[src/rtl/alu_exec_seq.sv]
`default_nettype none
// ============================================================================
// Module      : alu_exec_seq
// Description : EX-stage ALU that decodes ALUOp/funct and executes the op.
//               Single-cycle ops finish in one clock. MUL uses an iterative
//               shift-add unit that takes WIDTH clocks.
// Revision    : 1.0 - initial release
// ============================================================================
module alu_exec_seq #(
    parameter int WIDTH      = 32,
    parameter bit ENABLE_MUL = 1'b1
) (
    input  logic             clk_i,
    input  logic             rst_i,
    input  logic             valid_i,
    output logic             ready_o,
    input  logic             flush_i,
    input  logic [1:0]       ALUOp_i,
    input  logic [5:0]       funct_i,
    input  logic [WIDTH-1:0] data1_i,
    input  logic [WIDTH-1:0] data2_i,
    output logic             valid_o,
    output logic [WIDTH-1:0] data_o,
    output logic             zero_o,
    output logic             illegal_o
);

    localparam int             CNT_W      = $clog2(WIDTH);
    localparam logic [CNT_W-1:0] c_cnt_last = CNT_W'(WIDTH - 1);
    localparam logic [0:0]     c_st_idle  = 1'b0;
    localparam logic [0:0]     c_st_mul   = 1'b1;

    logic [0:0]       r_state;
    logic [0:0]       w_state_nxt;
    logic [WIDTH-1:0] r_mcand;
    logic [WIDTH-1:0] r_mplier;
    logic [WIDTH-1:0] r_acc;
    logic [CNT_W-1:0] r_cnt;
    logic             r_valid;
    logic [WIDTH-1:0] r_data;
    logic             r_zero;
    logic             r_illegal;

    logic [WIDTH-1:0] w_result;
    logic             w_illegal;
    logic             w_is_mul;
    logic             w_accept;
    logic             w_mul_last;
    logic [WIDTH-1:0] w_acc_nxt;

    assign ready_o   = (r_state == c_st_idle);
    assign valid_o   = r_valid;
    assign data_o    = r_data;
    assign zero_o    = r_zero;
    assign illegal_o = r_illegal;

    assign w_accept   = valid_i & ready_o & ~flush_i;
    assign w_mul_last = (r_cnt == c_cnt_last);
    assign w_acc_nxt  = r_acc + (r_mplier[0] ? r_mcand : '0);

    // Decode and single-cycle execute; unknown R-type functs fall back to ADD.
    always_comb begin
        w_result  = data1_i + data2_i;
        w_illegal = 1'b0;
        w_is_mul  = 1'b0;
        case (ALUOp_i)
            2'b00: w_result = data1_i + data2_i;
            2'b01: w_result = data1_i - data2_i;
            2'b10: w_result = data1_i | data2_i;
            default: begin
                case (funct_i)
                    6'b100000: w_result = data1_i + data2_i;
                    6'b100010: w_result = data1_i - data2_i;
                    6'b100100: w_result = data1_i & data2_i;
                    6'b100101: w_result = data1_i | data2_i;
                    6'b101010: w_result = {{(WIDTH-1){1'b0}},
                                           ($signed(data1_i) < $signed(data2_i))};
                    6'b011000: begin
                        if (ENABLE_MUL) begin
                            w_is_mul = 1'b1;
                        end else begin
                            w_illegal = 1'b1;
                        end
                    end
                    default: w_illegal = 1'b1;
                endcase
            end
        endcase
    end

    always_ff @(posedge clk_i or negedge rst_i) begin
        if (!rst_i) begin
            r_state <= c_st_idle;
        end else begin
            r_state <= w_state_nxt;
        end
    end

    always_comb begin
        w_state_nxt = r_state;
        case (r_state)
            c_st_idle: begin
                if (w_accept && w_is_mul) begin
                    w_state_nxt = c_st_mul;
                end
            end
            default: begin
                if (flush_i || w_mul_last) begin
                    w_state_nxt = c_st_idle;
                end
            end
        endcase
    end

    always_ff @(posedge clk_i or negedge rst_i) begin
        if (!rst_i) begin
            r_mcand   <= '0;
            r_mplier  <= '0;
            r_acc     <= '0;
            r_cnt     <= '0;
            r_valid   <= 1'b0;
            r_data    <= '0;
            r_zero    <= 1'b1;
            r_illegal <= 1'b0;
        end else begin
            r_valid <= 1'b0;
            if (r_state == c_st_idle) begin
                if (w_accept) begin
                    if (w_is_mul) begin
                        r_mcand  <= data1_i;
                        r_mplier <= data2_i;
                        r_acc    <= '0;
                        r_cnt    <= '0;
                    end else begin
                        r_data    <= w_result;
                        r_zero    <= (w_result == '0);
                        r_illegal <= w_illegal;
                        r_valid   <= 1'b1;
                    end
                end
            end else if (!flush_i) begin
                // A flush simply abandons the partial product; the next MUL reloads it.
                r_acc    <= w_acc_nxt;
                r_mcand  <= r_mcand << 1;
                r_mplier <= r_mplier >> 1;
                r_cnt    <= r_cnt + 1'b1;
                if (w_mul_last) begin
                    r_data    <= w_acc_nxt;
                    r_zero    <= (w_acc_nxt == '0);
                    r_illegal <= 1'b0;
                    r_valid   <= 1'b1;
                end
            end
        end
    end

endmodule
`default_nettype wire
[config.mk]
export PLATFORM = sky130hd
export DESIGN_NAME = alu_exec_seq
export DESIGN_NICKNAME = d
export VERILOG_FILES = /design/src/rtl/alu_exec_seq.sv
export SDC_FILE = /design/constraint.sdc
export NUM_CORES = 1
export LEC_CHECK = 0
export BUFFER_PORTS_ARGS = -buffer_cell sky130_fd_sc_hd__buf_2
export CAP_MARGIN = 10
export CORE_MARGIN = 1
export CORE_UTILIZATION = 45
export DETAILED_ROUTE_END_ITERATION = 10
export PLACE_DENSITY_LB_ADDON = 0.25
export SETUP_SLACK_MARGIN = 0.15
export SLEW_MARGIN = 30
export SYNTH_ARGS = -nofsm -noshare
export SYNTH_HDL_FRONTEND = slang
export SYNTH_SLANG_ARGS = --single-unit
[constraint.sdc]
create_clock -name clk_i -period 4.8 [get_ports clk_i]
set_clock_uncertainty 0.15 [all_clocks]
set_input_delay 1.44 -clock clk_i [delete_from_list [all_inputs] [get_ports clk_i]]
set_output_delay 1.44 -clock clk_i [all_outputs]
set_load 0.01 [all_outputs]
Yosys cells after proc, flatten, opt, wreduce, memory -nomap -nowiden --
Cells that the tools add are included.
Cells by class: add/subtract/negate cells 4, magnitude comparators 1, eq/ne operators 12, mux-type cells 46, bitwise operators 6, reduce and logical (&&, ||, !) cells 11
Operator list (number):
- $mux 32 | 18
- $pmux 32 s4 | 1
- $pmux 32 s3 | 1
- $add 32x32->32 | 2
- $logic_not 32->1 | 2
- $and 32x32->32 | 1
- $lt 32x32->1 | 1
- $or 32x32->32 | 1
- $sub 32x32->32 | 1
- $eq 6x6->1 const B | 5
- $mux 1 | 22
- $mux 5 | 4
- $eq 6x5->1 const B | 1
- $reduce_or 6->1 | 1
- $add 5x1->5 const B | 1
- $eq 5x5->1 const B | 1
- $ne 2x2->1 const B | 2
- $reduce_and 4->1 | 1
- $reduce_bool 2->1 | 2
- $reduce_and 3->1 | 1
- $reduce_or 3->1 | 1
- $and 1x1->1 | 2
- $eq 2x1->1 const B | 1
- $eq 2x2->1 const B | 1
- other kinds (5) | 6
Storage, ports and cells: register bits after elaboration 137, output and inout port bits 36

Depth between registers and ports, before layout --
Gate-level depths: netlist of the first run.
word-level depth 7, gate-level depth with buffers 16, gate-level depth less buffers 15

Worst setup path before layout of the first run --
Ideal clock, no wire load.
path type input port to flip-flop, start point input port data1_i[8], end point register r_zero, in the netlist zero_o, data arrival time 4756 ps, setup slack -170 ps, stages on the path 15, cell sequence inv_1 > ha_1 > clkbuf_1 > nor2_1 > o21ai_0 > and3_1 > o311ai_0 > a311o_1 > nor4_1 > nor3_1 > a211oi_1 > or4b_2 > nor4b_1 > nand4_1 > nand3_1
Between the ends: word-level cells in the longest chain between the ends 7, elaborated cells between the ends (all ways) 11, those cells by class add/sub (2); order compare (1); mux (5); bitwise (2); reduce/logical (1)
Ends and longest elaborated chain:
- start: declaration | RTL line 20 | input logic [WIDTH-1:0] data1_i,
- $add 32x32->32, or another cell as far along | RTL line 63, 67, 72
- $pmux 32 s4 | RTL line 71 | case (funct_i)
- $pmux 32 s3 * | RTL line 66 | case (ALUOp_i)
- $logic_not 32->1 * | RTL line 136 | r_zero <= (w_result == '0);
- $mux 1 * | RTL line 129 | if (w_is_mul) begin
- $mux 1 * | RTL line 128 | if (w_accept) begin
- $mux 1 * | RTL line 127 | if (r_state == c_st_idle) begin
- end signal: assignment | RTL line 136
- end signal: assignment | RTL line 149 | r_zero <= (w_acc_nxt == '0);
- end: declaration | RTL line 41 | logic r_zero;
Mark *: on every way between the ends. The rest lies on a longest branch, timed or not. The select of a mux whose other input is x is not followed. A chain may end at the register's enable or synchronous reset.

Final worst setup path of the first run --
start point input port data1_i[11], end point register r_zero, in the netlist zero_o
The elaborated chain is that of the path after synthesis.

==> flow_metrics.py, run 1 <==
metrics = {
    "status": {
        "status": "completed",
    },
    "global_route": {
        "overflow": 0,
        "grt_pass1_vias": 15000,
        "grt_pass1_wl_um": 84400,
        "grt_use_total": 0.351,
        "antenna_found_initial": 1,
        "grt_max_degree": 107,
    },
    "critical_path": {
        "crit_chain": "buf_2 -> inv_1 -> ha_1 -> inv_1 -> a21oi_1 -> o31ai_1 -> nor4_2 -> a21oi_2 -> nor2_2 -> xnor2_1 -> a221o_1 -> or4b_4 -> nor4b_4 -> nand4_1 -> nand3_1",
        "cp_max_fo": 4,
        "critPathArrivalTime_ns": 4.99,
        "regToRegEndpoint": "zero_o",
        "path_common_cell": "inv_1",
        "reg2regPathDepth": 16,
        "reg2reg_setup_slack_ns": 0.09,
        "critPathMaxStageDelay_ns": 0.77,
        "slowest_stage": "o31ai_1",
        "cpLargestDelayFamily": "compound AO/OA/AOI/OAI gates",
        "crit_type": "in2reg",
        "worstPathRequired_ns": 5.04,
        "r2r-start": "r_mplier[0]",
        "path_buf_inv": 3,
        "start_kind": "primary input",
        "worst_setup_path_end_kind": "flip-flop",
    },
    "detailed_routing": {
        "drc": 0,
        "first_iter_violations": 1401,
        "detail_route.wl_per_cell_um": 21.1,
        "first_pass_iters": 6,
        "routed_wl_um": 55400,
        "vias": 15500,
        "ant_nets": 0,
        "avgViaCountPerCell": 5.91,
    },
    "floorplanning": {
        "io_pins": 112,
        "initial_core_util": 0.458,
        "fp.coreArea_mm2": 0.0307,
        "die_w_um": 179,
        "die-area_mm2": 0.0319,
        "std_cell_rows": 64,
        "die_h_um": 179,
    },
    "timing": {
        "fin_crit_ns": 4.75,
        "setup_slack_ns": 0.0461,
        "tightest_slew_ns": 0.926,
        "grt_setup_unrepaired": "yes",
        "fmax_mhz": 210,
        "finalHoldViolCount": 0,
        "hold_slack_ns": 0.326,
        "finalSetupViolations": 0,
        "tns_ns": 0,
        "slew_violations": 0,
        "fin_crit_sh": 0.990,
        "slew_headroom": 0.377,
    },
    "cells_and_area": {
        "fin_nets": 2419,
        "layout-drive-gt1-share": 0.278,
        "syn_to_final_growth_pct": 32.7,
        "final_common_cell": "buf_4",
        "layout_common_cells": "buf_4, nand2_1, o21ai_0",
        "n_fill_cell": 2802,
    },
    "synth": {
        "postSynthAreaPerCell_um2": 7.80,
        "synth-xor-area-share": 0.0436,
        "async_reset_ff_frac": 1.00,
        "synthAdderAreaFrac": 0.119,
        "synth_edf_count": 0,
        "synthSimpleGateAreaFrac": 0.195,
        "synth_seq_cells": 137,
        "yosysWarnings": 0,
        "synth-seq-area-share": 0.244,
        "syn_nets": 2010,
        "synth_cell_type_count": 82,
        "ys.flop_type": "dfrtp_1",
        "synthMuxAreaShare": 0.0620,
        "synth_compound_area_frac": 0.282,
        "synth_top_family_by_area": "compound AO/OA/AOI/OAI gates",
        "syn_area_mm2": 0.0140,
        "synthCells": 1802,
    },
    "power": {
        "p_per_area_mw_per_mm2": 243,
        "p_leak_nw": 8.95,
        "ir_drop_mv": 0.272,
        "power.total_mw": 4.53,
    },
    "min_path": {
        "worstHoldStart": "data_o[21]",
        "worstHoldPathType": "reg2reg",
        "min_to": "data_o[21]",
        "worstHoldPathCells": 1,
    },
    "clock_tree": {
        "htreeDepth": 4,
        "cts.sinks": 137,
        "cts_tree": "done",
        "clock-root-buffer": "clkbuf_16",
        "holdBufCountCts": 0,
        "insertion_delay_ns": 0.46,
        "cts_buffer_depth": 2,
        "cts_inserted_buffers": 17,
        "clkSlewWorstSetupHoldPaths_ns": 0.07,
    },
    "place": {
        "dp_hpwl_um": 44100,
        "place.gp.congestion": 1.01,
        "dp_slack_ns": -0.494,
        "io_buffer_count": 111,
    },
    "job": {
        "max_cap_viol_count": 0,
    },
}
==> cells by family (layout without fill, tap and decap cells) <==
| family | count (synthesis) | in the layout |
|---|---|---|
| xor+xnor | 70 | 70 |
| flops | 137 | 137 |
| simple gates | 564 | 564 |
| fa+ha+maj | 132 | 132 |
| other cells | 0 | 1 |
| buf+inv | 204 | 626 |
| mux | 86 | 86 |
| compound gates | 609 | 609 |
==> registers in the layout, summed over array words and instances (netlist names) <==
| signal | count |
|---|---|
| r_mcand | 32 |
| illegal_o | 1 |
| r_mplier | 32 |
| r_cnt | 5 |
| valid_o | 1 |
| zero_o | 1 |
| r_state | 1 |
| data_o | 32 |
| r_acc | 32 |
==> through the flow <==
step / util / instance area, um2 / cells
after global routing: 0.608 / 18600 / 2620
final: 0.608 / 18600 / 2621
after CTS: 0.600 / 18400 / 2619
after floorplan: - / 14200 / 1802
after global placement: 0.578 / 17700 / 2587
after detailed placement: 0.578 / 17700 / 2587
==> what timing repair did <==
item | in CTS | in global routing
resized for setup | 12 | 45
setup buffers | 0 | 1
setup endpoints to repair | 5 | 12
pin swaps | 3 | 11
==> layout make-up <==
cell class,count,area [um2],share of cell area
well taps,396,495,0.0266
clock buffers,18,429,0.0230
diodes,1,2.50,0.000134
multi-input cells,1461,10300,0.551
repair buffers,495,3490,0.187
inverters,99,372,0.0199
clock inverters,14,156,0.00839
flip-flops and latches,137,3430,0.184
==> worst register-to-register path, stage by stage, from the launching register on <==
cell	delay (ns)
dfrtp_1	0.38
buf_4	0.20
and2_4	0.19
fa_2	0.35
a211o_1	0.29
a211oi_2	0.20
buf_4	0.15
nor3_1	0.06
or2_1	0.25
nand3_1	0.12
a21oi_1	0.09
xor2_1	0.18
or4b_1	0.50
or4b_1	0.48
or4_1	0.51
or4_4	0.45
nand3_1	0.10
==> synthesized netlist by cell type (all sizes together), types with 11 or more instances <==
cell,number,share of area
a221oi,11,0.0086
nor3,39,0.014
o211ai,15,0.0080
o31ai,12,0.0064
xor2,23,0.014
o22ai,16,0.0071
mux2i,78,0.056
clkbuf,99,0.026
nand3,29,0.010
a21oi,139,0.050
nand2,205,0.055
a211o,11,0.0069
and3,12,0.0053
a221o,11,0.0078
nand2b,14,0.0062
a21o,33,0.018
o21a,15,0.0080
nor2b,12,0.0053
o21ai,187,0.067
nand4,17,0.0076
nor2,112,0.030
o21bai,13,0.0069
o221ai,13,0.0081
xnor2,47,0.029
ha,129,0.11
a22o,11,0.0069
dfrtp,136,0.24
a211oi,29,0.015
and2,43,0.019
nor4,25,0.011
a31oi,12,0.0064
inv,97,0.026
==> layer usage <==
metal | share of wire | GRT usage
met5 | 0 | 0
met2 | 0.45 | 0.563
met1 | 0.43 | 0.455
met3 | 0.075 | 0.0655
met4 | 0.038 | 0.160
==> worst max path at each step <==
stage,slack [ns],startpoint,depth (start not counted),end
2_1_floorplan,0.05,data1_i[0],15,zero_o
3_3_place_gp,-0.44,data2_i[6],16,zero_o
3_5_place_dp,-0.49,data2_i[6],16,zero_o
4_1_cts,0.05,r_mplier[0],16,zero_o
5_1_grt,-0.06,data1_i[1],19,zero_o
6_report,0.05,data1_i[11],15,zero_o
==> report_power, final <==
group	switching [mW]	leakage (nW)	total [mW]	internal, mW
Sequential	0.0755	1.76	1.35	1.28
Clock	0.631	0.286	1.37	0.738
Combinational	0.998	6.90	1.81	0.812
Power figures use the tool's default switching activity.
==> run 2, diff against run 1 <==
- ABC_AREA: default -> 1
- CAP_MARGIN: 10 -> default
- SKIP_LAST_GASP: default -> 1
==> run 2 against run 1 <==
Compared with the run above:
- clock power fell by 7%
- largest power group unchanged
- core utilization fell by 11 points
- largest cell class unchanged
- hold slack improved by 0.011 ns
- maximum frequency rose by 9.1%
- synthesized cell count rose by 48%
- setup slack improved by 0.40 ns
- cell area fell by 7.6%
- synthesized area rose by 12%
==> flow_metrics.py, run 2 <==
metrics = {
    "synth": {
        "synthCells": 2659,
        "yosysMostFrequentCell": "nand2_1",
        "synthAdderAreaFrac": 0.107,
        "netlist.area_leader.share": 0.217,
        "syn_nets": 2867,
        "yosysWarnings": 0,
        "postSynthAreaPerCell_um2": 5.91,
        "synth_seq_cells": 137,
        "synth-seq-area-share": 0.218,
        "synthSimpleGateAreaFrac": 0.400,
        "synth-xor-area-share": 0.0162,
        "ys_top_cells_by_area": "dfrtp_1, nand2_1, ha_1",
        "ys.flop_type": "dfrtp_1",
        "syn_area_mm2": 0.0157,
        "synth_top_area_cell": "dfrtp_1",
        "synth_cell_type_count": 55,
        "synth_edf_count": 0,
        "synth_top_family_by_area": "simple AND/OR/NAND/NOR gates",
        "synth_commonest_cells": "nand2_1, inv_1, nor2_1",
        "async_reset_ff_frac": 1.00,
        "synth_compound_area_frac": 0.132,
        "synthMuxAreaShare": 0,
    },
    "timing": {
        "fmax_mhz": 230,
        "finalSetupViolations": 0,
        "finalHoldViolCount": 0,
        "fin_crit_ns": 4.36,
        "slew_violations": 0,
        "tns_ns": 0,
        "tightest_slew_ns": 0.858,
        "slew_headroom": 0.428,
        "fin_crit_sh": 0.908,
        "grt_setup_unrepaired": "no",
    },
    "detailed_routing": {
        "ant_nets": 0,
        "wl_met1_um": 28600,
        "wl_met2_um": 27100,
        "vias": 17600,
        "drc": 0,
        "first_iter_violations": 1669,
        "first_pass_iters": 6,
        "top_layer_used": "met4",
        "routed_wl_um": 62500,
        "avgViaCountPerCell": 5.50,
        "detail_route.wl_per_cell_um": 19.5,
        "wl_met3_um": 4930,
    },
    "clock_tree": {
        "cts_buffer_depth": 2,
        "cts_resized": 0,
        "clkSlewWorstSetupHoldPaths_ns": 0.07,
        "htreeDepth": 4,
        "cts_tree": "done",
        "holdBufCountCts": 0,
        "clock-root-buffer": "clkbuf_16",
        "insertion_delay_ns": 0.46,
        "cts.sinks": 137,
        "postCtsSetupBuffers": 0,
        "cts_inserted_buffers": 17,
    },
    "global_route": {
        "overflow": 0,
        "grt_max_degree": 88,
        "grt_pass1_vias": 16500,
        "antenna_found_initial": 2,
        "grt_pass1_wl_um": 94800,
        "grt_use_total": 0.350,
    },
    "min_path": {
        "worstHoldPathType": "reg2reg",
    },
    "job": {
        "max_cap_viol_count": 0,
    },
    "place": {
        "dp_hpwl_um": 49500,
        "dp.cells": 3168,
        "place.gp.congestion": 1.02,
        "io_buffer_count": 111,
        "place_area_mm2": 0.0167,
    },
    "critical_path": {
        "crit_type": "in2reg",
        "critPathArrivalTime_ns": 4.59,
        "cp_max_fo": 3,
        "worst_setup_path_end_kind": "flip-flop",
        "worstPathRequired_ns": 5.03,
        "start_kind": "primary input",
    },
    "floorplanning": {
        "die-area_mm2": 0.0357,
        "die_w_um": 189,
        "fp.coreArea_mm2": 0.0345,
        "die_h_um": 189,
        "std_cell_rows": 68,
        "io_pins": 112,
        "initial_core_util": 0.456,
    },
    "cells_and_area": {
        "fin_nets": 2940,
        "layout-drive-gt1-share": 0.100,
        "syn_to_final_growth_pct": 9.69,
        "final_common_cell": "nand2_1",
        "layout_common_cells": "nand2_1, inv_1, nor2_1",
        "post-route-util": 0.500,
        "post-route-cell-area_mm2": 0.0172,
        "fin_cells": 3202,
    },
    "power": {
        "p_per_area_mw_per_mm2": 274,
        "power.total_mw": 4.72,
        "p_leak_nw": 9.52,
        "ir_drop_mv": 0.260,
    },
    "status": {
        "status": "completed",
    },
}
## run 2: report_power, final
group          total [mW]  internal [mW]  leakage, nW  switching (mW)
Clock                1.27          0.663        0.242           0.602
Sequential           1.43           1.32         1.60           0.114
Combinational        2.02          0.668         7.67            1.36
## run 2: logic make-up (layout without fill, tap and decap cells)
family | Yosys count | after routing
and+or+nand+nor | 1510 | 1510
buffers and inverters | 492 | 578
AOI/OAI and AO/OA | 359 | 359
DFF | 137 | 137
adders and majority gates | 132 | 132
xor gates and xnor gates | 29 | 29
other | 0 | 2
## run 2: final cells by class
| type | instances | area (um2) |
|---|---|---|
| sequential | 137 | 3430 |
| fill | 3708 | 17200 |
| inverter | 391 | 1470 |
| tap | 455 | 569 |
| multi-input combinational | 2030 | 10300 |
| clock inverter | 13 | 98.8 |
| timing repair buffer | 155 | 930 |
| clock buffer | 19 | 433 |
| antenna | 2 | 5.00 |
## run 2: worst max-delay path, cell delays in order
cell and delay [ns]:
buf_2 0.10, inv_1 0.07, ha_1 0.25, fa_1 0.44
inv_1 0.08, nand2_1 0.06, a21oi_1 0.23, nand2_1 0.11
nand3_1 0.09, nand3b_1 0.10, a21oi_2 0.23, nand2_1 0.09
nor2_1 0.15, nand3_1 0.11, nor2_1 0.20, nand2_1 0.07
nor2_1 0.18, nand3_1 0.14, nor2_1 0.17, nand2_1 0.08
nand2_1 0.06, nand2_1 0.05, nand2_1 0.08
## run 2: per-stage QoR
stage,worst slack [ns],hold slack (ns)
4_1_cts,0.606,0.340
6_report,0.443,0.337
2_1_floorplan,1.11,0.303
3_5_place_dp,0.152,0.324
3_3_place_gp,0.111,0.315
5_1_grt,0.268,0.348
## run 2: worst paths after layout
kind                            start           end  slack [ns]  depth (start not counted)
max                        data1_i[0]        zero_o        0.44                         23
min                         illegal_o     illegal_o        0.34                          2
max reg2reg                   r_state     data_o[7]        1.33                          9
min reg2reg                 illegal_o     illegal_o        0.34                          2
max in group asynchronous       rst_i    r_mcand[0]        2.76                          2
min in group asynchronous       rst_i  r_mplier[18]        0.89                          1
## run 2: layer usage
metal,vias to the layer above,GRT usage
li1,8551,-
met1,8262,0.491
met2,688,0.540
met3,99,0.0598
met4,0,0.114
met5,-,0
==> run 3, diff against run 2 <==
- BUFFER_PORTS_ARGS: -buffer_cell sky130_fd_sc_hd__buf_2 -> -buffer_cell sky130_fd_sc_hd__clkbuf_2
- GPL_TIMING_DRIVEN: default -> 1
==> run 3 against run 2 <==
Compared with the run above:
- critical path depth stayed put
- maximum frequency hardly changed
- core utilization is 0.95 points higher
- critical path type unchanged
- combinational power is 2% higher
- cell area is 1.9% higher
- final cell count is 1.1% higher
- non-clock buffer count is 38 higher
- clock power is 10% higher
- setup slack better by 0.0021 ns
==> flow_metrics.py, run 3 (same netlist as run 2, synthesis figures left out) <==
metrics = {
    "cells_and_area": {
        "fin_nets": 2978,
        "final_common_cell": "nand2_1",
        "post-route-cell-area_mm2": 0.0176,
        "num_antenna_cells": 0,
        "syn_to_final_growth_pct": 11.8,
        "layout-drive-gt1-share": 0.113,
        "layout_common_cells": "nand2_1, inv_1, nor2_1",
        "n_fill_cell": 3667,
    },
    "detailed_routing": {
        "ant_nets": 0,
        "routed_wl_um": 64000,
        "avgViaCountPerCell": 5.52,
        "first_pass_iters": 6,
        "detail_route.wl_per_cell_um": 19.8,
        "first_iter_violations": 1957,
        "vias": 17900,
        "drc": 0,
    },
    "critical_path": {
        "critPathMaxStageDelay_ns": 0.46,
        "crit_chain": "clkbuf_2 -> inv_1 -> ha_1 -> fa_1 -> inv_1 -> nand2_1 -> a21oi_1 -> nand2_1 -> nand3_1 -> nand3b_1 -> a21oi_2 -> nand2_1 -> nor2_1 -> nand3_1 -> nor2_1 -> nand2_1 -> nor2_1 -> nand3_1 -> nor2_1 -> nand2_1 -> nand2_1 -> nand2_1 -> nand2_1",
        "path_common_cell": "nand2_1",
        "cp_max_fo": 3,
        "slowest_stage": "fa_1",
        "reg2regPathDepth": 21,
        "regToRegEndpoint": "zero_o",
        "path_buf_inv": 3,
        "crit_type": "in2reg",
        "critPathArrivalTime_ns": 4.61,
        "r2r-start": "r_mplier[0]",
        "worstPathRequired_ns": 5.05,
        "start_kind": "primary input",
        "cpLargestDelayFamily": "simple AND/OR/NAND/NOR gates",
        "worst_setup_path_end_kind": "flip-flop",
        "reg2reg_setup_slack_ns": 1.28,
    },
    "floorplanning": {
        "initial_core_util": 0.456,
        "std_cell_rows": 68,
        "io_pins": 112,
        "fp.coreArea_mm2": 0.0345,
        "die_w_um": 189,
        "die-area_mm2": 0.0357,
        "die_h_um": 189,
    },
    "timing": {
        "grt_setup_unrepaired": "no",
        "fin_crit_sh": 0.907,
        "slew_headroom": 0.416,
        "slew_violations": 0,
        "tns_ns": 0,
        "tightest_slew_ns": 0.877,
        "finalSetupViolations": 0,
        "fmax_mhz": 230,
        "fin_crit_ns": 4.35,
        "finalHoldViolCount": 0,
    },
    "clock_tree": {
        "clkSlewWorstSetupHoldPaths_ns": 0.08,
        "clock-root-buffer": "clkbuf_16",
        "cts_inserted_buffers": 17,
        "postCtsSetupBuffers": 0,
        "holdBufCountCts": 0,
        "cts_tree": "done",
        "htreeDepth": 4,
        "insertion_delay_ns": 0.46,
        "cts_buffer_depth": 2,
        "cts.sinks": 137,
        "cts_resized": 0,
    },
    "place": {
        "io_buffer_count": 111,
        "place_area_mm2": 0.0170,
        "place.gp.congestion": 1.04,
        "dp_hpwl_um": 51700,
    },
    "global_route": {
        "antenna_found_initial": 0,
        "grt_pass1_vias": 17100,
        "grt_use_total": 0.361,
        "grt_max_degree": 87,
        "grt_pass1_wl_um": 98000,
        "overflow": 0,
    },
    "min_path": {
        "worstHoldPathCells": 2,
        "min_to": "r_mplier[31]",
        "worstHoldStart": "r_mplier[31]",
        "worstHoldPathType": "reg2reg",
    },
    "power": {
        "sw_frac_of_total": 0.444,
        "p_sw_mw": 2.17,
        "power.share.clock": 0.286,
        "ir_drop_mv": 0.274,
        "cell_internal_pwr_mw": 2.72,
        "power_frac_comb": 0.421,
        "p_seq_frac": 0.293,
        "p_per_area_mw_per_mm2": 279,
        "p_leak_nw": 9.78,
    },
    "status": {
        "status": "completed",
    },
    "job": {
        "max_cap_viol_count": 0,
    },
}
[run 3: cell type report]
class / instances / area, um2 / area share
Inverter: 391 / 1470 / 0.0837
Clock inverter: 14 / 153 / 0.00870
Sequential cell: 137 / 3430 / 0.196
Multi-Input combinational cell: 2030 / 10300 / 0.586
Timing Repair Buffer: 193 / 1200 / 0.0685
Clock buffer: 18 / 439 / 0.0250
Tap cell: 455 / 569 / 0.0324
[run 3: power groups by stage]
| stage | clock, mW | sequential [mW] | combinational [mW] |
|---|---|---|---|
| 5_1_grt | 1.46 | 1.45 | 2.28 |
| 3_5_place_dp | 0 | 1.45 | 2.01 |
| 4_1_cts | 1.42 | 1.43 | 2.02 |
| 3_3_place_gp | 0 | 1.45 | 2.00 |
| 6_report | 1.40 | 1.43 | 2.06 |
| 2_1_floorplan | 0 | 1.44 | 1.33 |
[run 3: how the worst max path moves through the flow]
stage / start / endpoint / slack (ns) / cells past startpoint
floorplan: data1_i[0] / zero_o / 1.11 / 24
global placement: data1_i[22] / zero_o / 0.002 / 21
detailed placement: data1_i[22] / zero_o / 0.06 / 21
CTS: data1_i[22] / zero_o / 0.52 / 21
global route: data1_i[0] / zero_o / 0.24 / 23
finish: data1_i[0] / zero_o / 0.45 / 23
[run 3: routing by layer]
layer	part of all wire	vias up	GRT usage
met2	0.44	778	0.563
met4	0.032	0	0.118
met1	0.45	8335	0.503
li1	-	8643	-
met3	0.087	115	0.0620
met5	0	-	0
[run 3: worst min-delay path: cells and delay by family (launching register included)]
kind | cells | cell delay [ns]
AO/OA/AOI/OAI | 1 | 0.06
flip-flops | 1 | 0.35
AND/OR/NAND/NOR | 1 | 0.05
[run 3: through the flow]
stage | worst slack, ns | util | cells | hold WS (ns) | total power, mW
2_1_floorplan | 1.11 | - | 2659 | 0.303 | 2.77
3_3_place_gp | 0.00204 | 0.492 | 3206 | 0.320 | 3.44
3_5_place_dp | 0.0569 | 0.492 | 3206 | 0.326 | 3.46
4_1_cts | 0.523 | 0.509 | 3238 | 0.344 | 4.86
5_1_grt | 0.235 | 0.509 | 3238 | 0.359 | 5.19
6_report | 0.445 | 0.509 | 3238 | 0.344 | 4.89
